## src/rtl/fetch_stage.sv

```systemverilog
// Instruction fetch stage: owns the fetch PC, issues aligned 8-byte reads and holds one instruction for IF/ID.
// Optional macro FETCH_LINE_REUSE_EN serves the upper word of a fetched line without a second memory read.
module fetch_stage #(
  parameter logic [63:0] RESET_PC = 64'h0
) (
  input  logic        clk,
  input  logic        reset,
  output logic        imem_req_valid,
  input  logic        imem_req_ready,
  output logic [63:0] imem_req_addr,
  input  logic        imem_resp_valid,
  input  logic [63:0] imem_resp_data,
  input  logic        redirect_valid,
  input  logic [63:0] redirect_pc,
  input  logic        id_ready,
  output logic        out_valid,
  output logic [63:0] out_pc,
  output logic [63:0] out_inst
);

  typedef enum logic [2:0] {IDLE, REQ, WAIT, HOLD, DRAIN} state_t;

  state_t      state_q;
  logic [63:0] pc_q;
  logic [63:0] line_hold_q;
  logic [31:0] inst_hold_q;
  logic        line_ok_q;

  logic [63:0] redir_pc_d;
  logic [63:0] pc_inc_d;
  logic        consume;
  logic        reuse_hit;

  assign redir_pc_d = redirect_pc & ~64'h3;
  assign pc_inc_d   = pc_q + 64'd4;

  assign imem_req_valid = (state_q == REQ);
  assign imem_req_addr  = {pc_q[63:3], 3'b000};
  // Redirect is the only input allowed to reach an output combinationally.
  assign out_valid      = (state_q == HOLD) && !redirect_valid;
  assign out_pc         = pc_q;
  assign out_inst       = {32'b0, inst_hold_q};

  assign consume   = out_valid && id_ready;
  assign reuse_hit = consume && !pc_q[2] && line_ok_q;

  always_ff @(posedge clk) begin
    if (reset) begin
      state_q     <= IDLE;
      pc_q        <= RESET_PC;
      inst_hold_q <= 32'b0;
      line_hold_q <= 64'b0;
    end else begin
      unique case (state_q)
        IDLE: state_q <= REQ;
        REQ: begin
          if (redirect_valid) begin
            pc_q    <= redir_pc_d;
            state_q <= imem_req_ready ? DRAIN : REQ;
          end else if (imem_req_ready) begin
            state_q <= WAIT;
          end
        end
        WAIT: begin
          if (redirect_valid) begin
            pc_q    <= redir_pc_d;
            state_q <= imem_resp_valid ? REQ : DRAIN;
          end else if (imem_resp_valid) begin
            inst_hold_q <= pc_q[2] ? imem_resp_data[63:32] : imem_resp_data[31:0];
            line_hold_q <= imem_resp_data;
            state_q     <= HOLD;
          end
        end
        // A redirect here only retargets; the in-flight response must still be swallowed.
        DRAIN: begin
          if (redirect_valid) pc_q <= redir_pc_d;
          if (imem_resp_valid) state_q <= REQ;
        end
        HOLD: begin
          if (redirect_valid) begin
            pc_q    <= redir_pc_d;
            state_q <= REQ;
          end else if (id_ready) begin
            pc_q <= pc_inc_d;
            if (reuse_hit) inst_hold_q <= line_hold_q[63:32];
            else           state_q     <= REQ;
          end
        end
        default: state_q <= IDLE;
      endcase
    end
  end

`ifdef FETCH_LINE_REUSE_EN
  // Upper word of the held line is reusable only right after a fresh response.
  always_ff @(posedge clk) begin
    if (reset) begin
      line_ok_q <= 1'b0;
    end else if (redirect_valid && state_q != IDLE) begin
      line_ok_q <= 1'b0;
    end else if (state_q == WAIT && imem_resp_valid) begin
      line_ok_q <= 1'b1;
    end else if (reuse_hit) begin
      line_ok_q <= 1'b0;
    end
  end
`else
  assign line_ok_q = 1'b0;
`endif

endmodule

```

## config.mk

```make
export PLATFORM = sky130hd
export DESIGN_NAME = fetch_stage
export DESIGN_NICKNAME = d
export VERILOG_FILES = /design/src/rtl/fetch_stage.sv
export SDC_FILE = /design/constraint.sdc
export NUM_CORES = 1
export LEC_CHECK = 0
export ABC_AREA = 1
export BUFFER_PORTS_ARGS = -buffer_cell sky130_fd_sc_hd__buf_2
export CORE_UTILIZATION = 44
export CTS_CLUSTER_SIZE = 16
export DETAILED_ROUTE_END_ITERATION = 8
export PLACE_DENSITY = 0.81
export SLEW_MARGIN = 20
export SYNTH_ARGS = -nofsm -noshare
export SYNTH_HDL_FRONTEND = slang
export SYNTH_SLANG_ARGS = --single-unit
```

## constraint.sdc

```tcl
create_clock -name clk -period 1.6 [get_ports clk]
set_input_delay 0.16 -clock clk [delete_from_list [all_inputs] [get_ports clk]]
set_output_delay 0.16 -clock clk [all_outputs]
set_load 0.02 [all_outputs]
```

==> impl_summary.md <==
Finish
The share of post-route cells with drive strength above 1 is between 50 and 60%. Leaving out fill and tap cells, the most frequent cell in the layout is sky130_fd_sc_hd__nand2_1. The net count of the finished layout is 1800. The area added between synthesis and finish is 63.5%.

In the layout the commonest cells are sky130_fd_sc_hd__nand2_1, sky130_fd_sc_hd__buf_2, sky130_fd_sc_hd__buf_4, sky130_fd_sc_hd__nor2_1, sky130_fd_sc_hd__inv_1. The number of antenna diodes in the final layout is 0. The filler cell count is 1104. The area of all placed cells without fillers is ~0.012 sq mm.

STA
The worst path uses 112% of the clock period. The number of hold violations in the final report is 0. The final worst-path setup slack is -200 ps. After routing, the total negative slack on setup checks comes to -9000 ps. After layout, the minimum clock period comes to 1800 ps. For this run, the top clock speed supported by timing is 556 MHz. The final clock skew is roughly 13 ps. Setup violations remaining at the end of the flow were counted as 89. The final-report max-slew violation count is 0. Setup repair after global routing could not meet its margin everywhere.

Global route
Across every metal layer, demand over resource in global routing totals 33.3%. Entering global routing, the biggest net connects 65 pins. The residual overflow from global routing is 0. The number of antenna violations at the first check in global routing is 0. The number of global-route vias before repair is 9127. The wire length of the first global-routing pass is 45600 microns.

Synth
The fraction of synthesized area in multiplexers is 0%. The adder-cell share of the synthesized area is less than 1%. The complex-gate fraction of the synthesized area is about 15%. The summed instance area of the synthesized netlist is roughly 0.0074 sq mm. The portion of the post-synthesis area used by sequential elements is 26.3%. A synthesized cell averages 5.92 sq um. The post-synthesis cell count is ~1200.

The most frequently used flop master after synthesis is sky130_fd_sc_hd__dfxtp_1. The XOR/XNOR share of the synthesized area is under 10%. In this run, synthesis produced a sequential element count of 97. The number of unique standard cell types used by synthesis is 44. Summing the areas of all and, or, nand and nor instances in the mapped netlist gives slightly below 40% of the synthesized area. In this run, synthesis inferred 0 flip-flops with an integrated enable.

Counting flops with an async set or reset pin after synthesis yields a share of 0%. By area, the combinational part of the netlist is dominated by simple AND/OR/NAND/NOR gates. The number of warnings printed during yosys synthesis is 0.

Floorplan
The initial utilization of the core area, before any placement, comes to a little under half. In this run the horizontal extent of the chip is roughly 130 microns. The number of cell rows is 46. The floorplan core area is 0.0161 sq mm. The die height is between 100 and 150 microns. The I/O pin count is 328.

The die footprint is about 0.017 sq mm.

Min path
The kind of path behind the tightest hold check is input pin to flop.

Route
After detailed routing, the average wire length per cell comes to 19.8 microns. After detailed routing, the number of remaining DRC violations is 0. The count of nets left with antenna violations after detail routing is 0.

The starting DRC count in detailed routing is 1276. For this run, the detailed router's first-pass iteration total came to 9. Detailed routing inserted a total of 10900 vias. In the routed layout, each cell is associated on average with a via count of 5.76. The overall routed net length is approximately 37000 microns.

Clock network
Counting the buffers created by CTS gives 9. The clock tree from TritonCTS is yes. The later-pin clock latency in the skew report is 370 ps.

The count of hold buffers inserted by post-cts repair is 0. After clock tree synthesis, the clock-pin slew on the worst setup and hold paths is 80 ps. The number of buffers on the longest clock path is 2. The H-tree level count is 3. The library cell used as clock root buffer is sky130_fd_sc_hd__clkbuf_16. The tree built by TritonCTS fans out to just under 100 sinks.

Status
The checks that failed: negative setup slack. The run finished, with violations left.

Power
The total power per unit cell area is approximately 860 mW/mm^2. The design draws between 10000 and 15000 uW. In this run the static leakage power is ~0.0056 uW.

IR analysis of the VDD net gives a maximum drop of 0.000549 V.

Worst setup path
STA classifies the critical path startpoint as a flop. The critical path is of the flop to flop type. Along the worst path, the maximum fanout reaches 3. The data arrival at the endpoint of the critical path is roughly 2100 ps.

The worst setup path is captured at a flop. The setup slack of the worst register-to-register path is -200 ps. The worst path required time is 1850 ps.

Placement
The number of input and output port buffers inserted is 288. In this run the cell area measured after placement is 0.00975 sq mm. The estimated wirelength of the detail-placed design is 21700 microns. The final estimated routing congestion in global placement is 0.957. The pre-CTS worst setup slack is -151 ps.

Run
The tool flagged a number of max-cap violations equal to 0.
[critical path, cell delays in order, from the launching register on]
cell and delay, ps:
sky130_fd_sc_hd__dfxtp_2 370, sky130_fd_sc_hd__nand2_1 100, sky130_fd_sc_hd__nor2_2 140, sky130_fd_sc_hd__buf_4 140, sky130_fd_sc_hd__nand2_2 80, sky130_fd_sc_hd__nor2_2 170
sky130_fd_sc_hd__buf_4 140, sky130_fd_sc_hd__nand3_1 90, sky130_fd_sc_hd__nand2_1 70, sky130_fd_sc_hd__nand3_1 170, sky130_fd_sc_hd__nand2_1 140, sky130_fd_sc_hd__a21oi_2 60
[cells by family (layout without fill, tap and decap cells)]
family	Yosys count	count (layout)
simple gates	707	708
buf+inv	232	618
compound gates	195	195
flops	97	97
xor+xnor	13	13
fa+ha+maj	1	1
other cells	1	37
[per-layer routing]
metal	GRT usage, %	share of wire (%)	vias to the layer above
li1	-	-	4700
met1	37.8	33	4868
met2	58.1	47	977
met3	4.98	11	313
met4	20.9	9.2	0
met5	0	0	-
[layout make-up]
class	instances	area [sq um]	share of cell area, %
clock buffers	11	243	2.01
clock inverters	4	77.6	0.643
inverters	86	360	2.98
multi-input cells	954	5390	44.7
flip-flops and latches	97	2010	16.6
well taps	216	270	2.24
repair buffers	517	3720	30.8
[timing repair]
item | CTS | global route
gates cloned | 4 | 18
buffers inserted | 9 | 23
setup endpoints to repair | 60 | 97
pin swaps | 25 | 75
resized for setup | 112 | 293
[metrics by stage]
stage,hold WS (ps),cells,util (%)
2_1_floorplan,311,1282,-
3_3_place_gp,426,1819,60.5
3_5_place_dp,432,1819,60.5
4_1_cts,49.8,1847,65.6
5_1_grt,60.7,1885,74.9
6_report,51.7,1885,74.9
[state kept, by name, summed over array words and instances (netlist names)]
| register | flops |
|---|---|
| state_q | 3 |
| out_pc | 62 |
| inst_hold_q | 32 |
[path summary, 6_finish.rpt]
| path | startpoint | endpoint | cells after the start |
|---|---|---|---|
| max | out_pc[17]$_SDFFE_PP0P_ | out_pc[45]$_SDFFE_PP0P_ | 11 |
| min | imem_resp_data[23] | inst_hold_q[23]$_SDFFE_PP0P_ | 3 |
| max reg2reg | out_pc[17]$_SDFFE_PP0P_ | out_pc[45]$_SDFFE_PP0P_ | 11 |
| min reg2reg | out_pc[9]$_SDFFE_PP0P_ | out_pc[9]$_SDFFE_PP0P_ | 2 |
[power breakdown]
group / internal, uW / switching, uW / total, uW
logic: 1940 / 2850 / 4790
registers: 2720 / 327 / 3050
clock network: 1420 / 1070 / 2480
[synth_stat cells (3+ instances only)]
cell type	count	area [sq um]
sky130_fd_sc_hd__clkbuf_1	29	109
sky130_fd_sc_hd__a21oi_1	53	265
sky130_fd_sc_hd__nand2_2	11	68.8
sky130_fd_sc_hd__buf_6	4	45.0
sky130_fd_sc_hd__nand3_1	59	295
sky130_fd_sc_hd__o21ai_0	77	385
sky130_fd_sc_hd__nor2_2	5	31.3
sky130_fd_sc_hd__xnor2_1	5	43.8
sky130_fd_sc_hd__nand2_1	379	1420
sky130_fd_sc_hd__buf_2	12	60.1
sky130_fd_sc_hd__a31oi_1	36	225
sky130_fd_sc_hd__inv_2	5	18.8
sky130_fd_sc_hd__o21ai_1	7	35.0
sky130_fd_sc_hd__a21oi_2	10	87.6
sky130_fd_sc_hd__buf_4	101	758
sky130_fd_sc_hd__nand4_1	12	75.1
sky130_fd_sc_hd__nor2_4	4	45.0
sky130_fd_sc_hd__inv_1	81	304
sky130_fd_sc_hd__nor3_1	7	35.0
sky130_fd_sc_hd__nor2_1	215	807
sky130_fd_sc_hd__dfxtp_1	97	1940
sky130_fd_sc_hd__xor2_1	8	70.1
sky130_fd_sc_hd__o31ai_1	3	22.5
(Power assumes the default switching activity.)
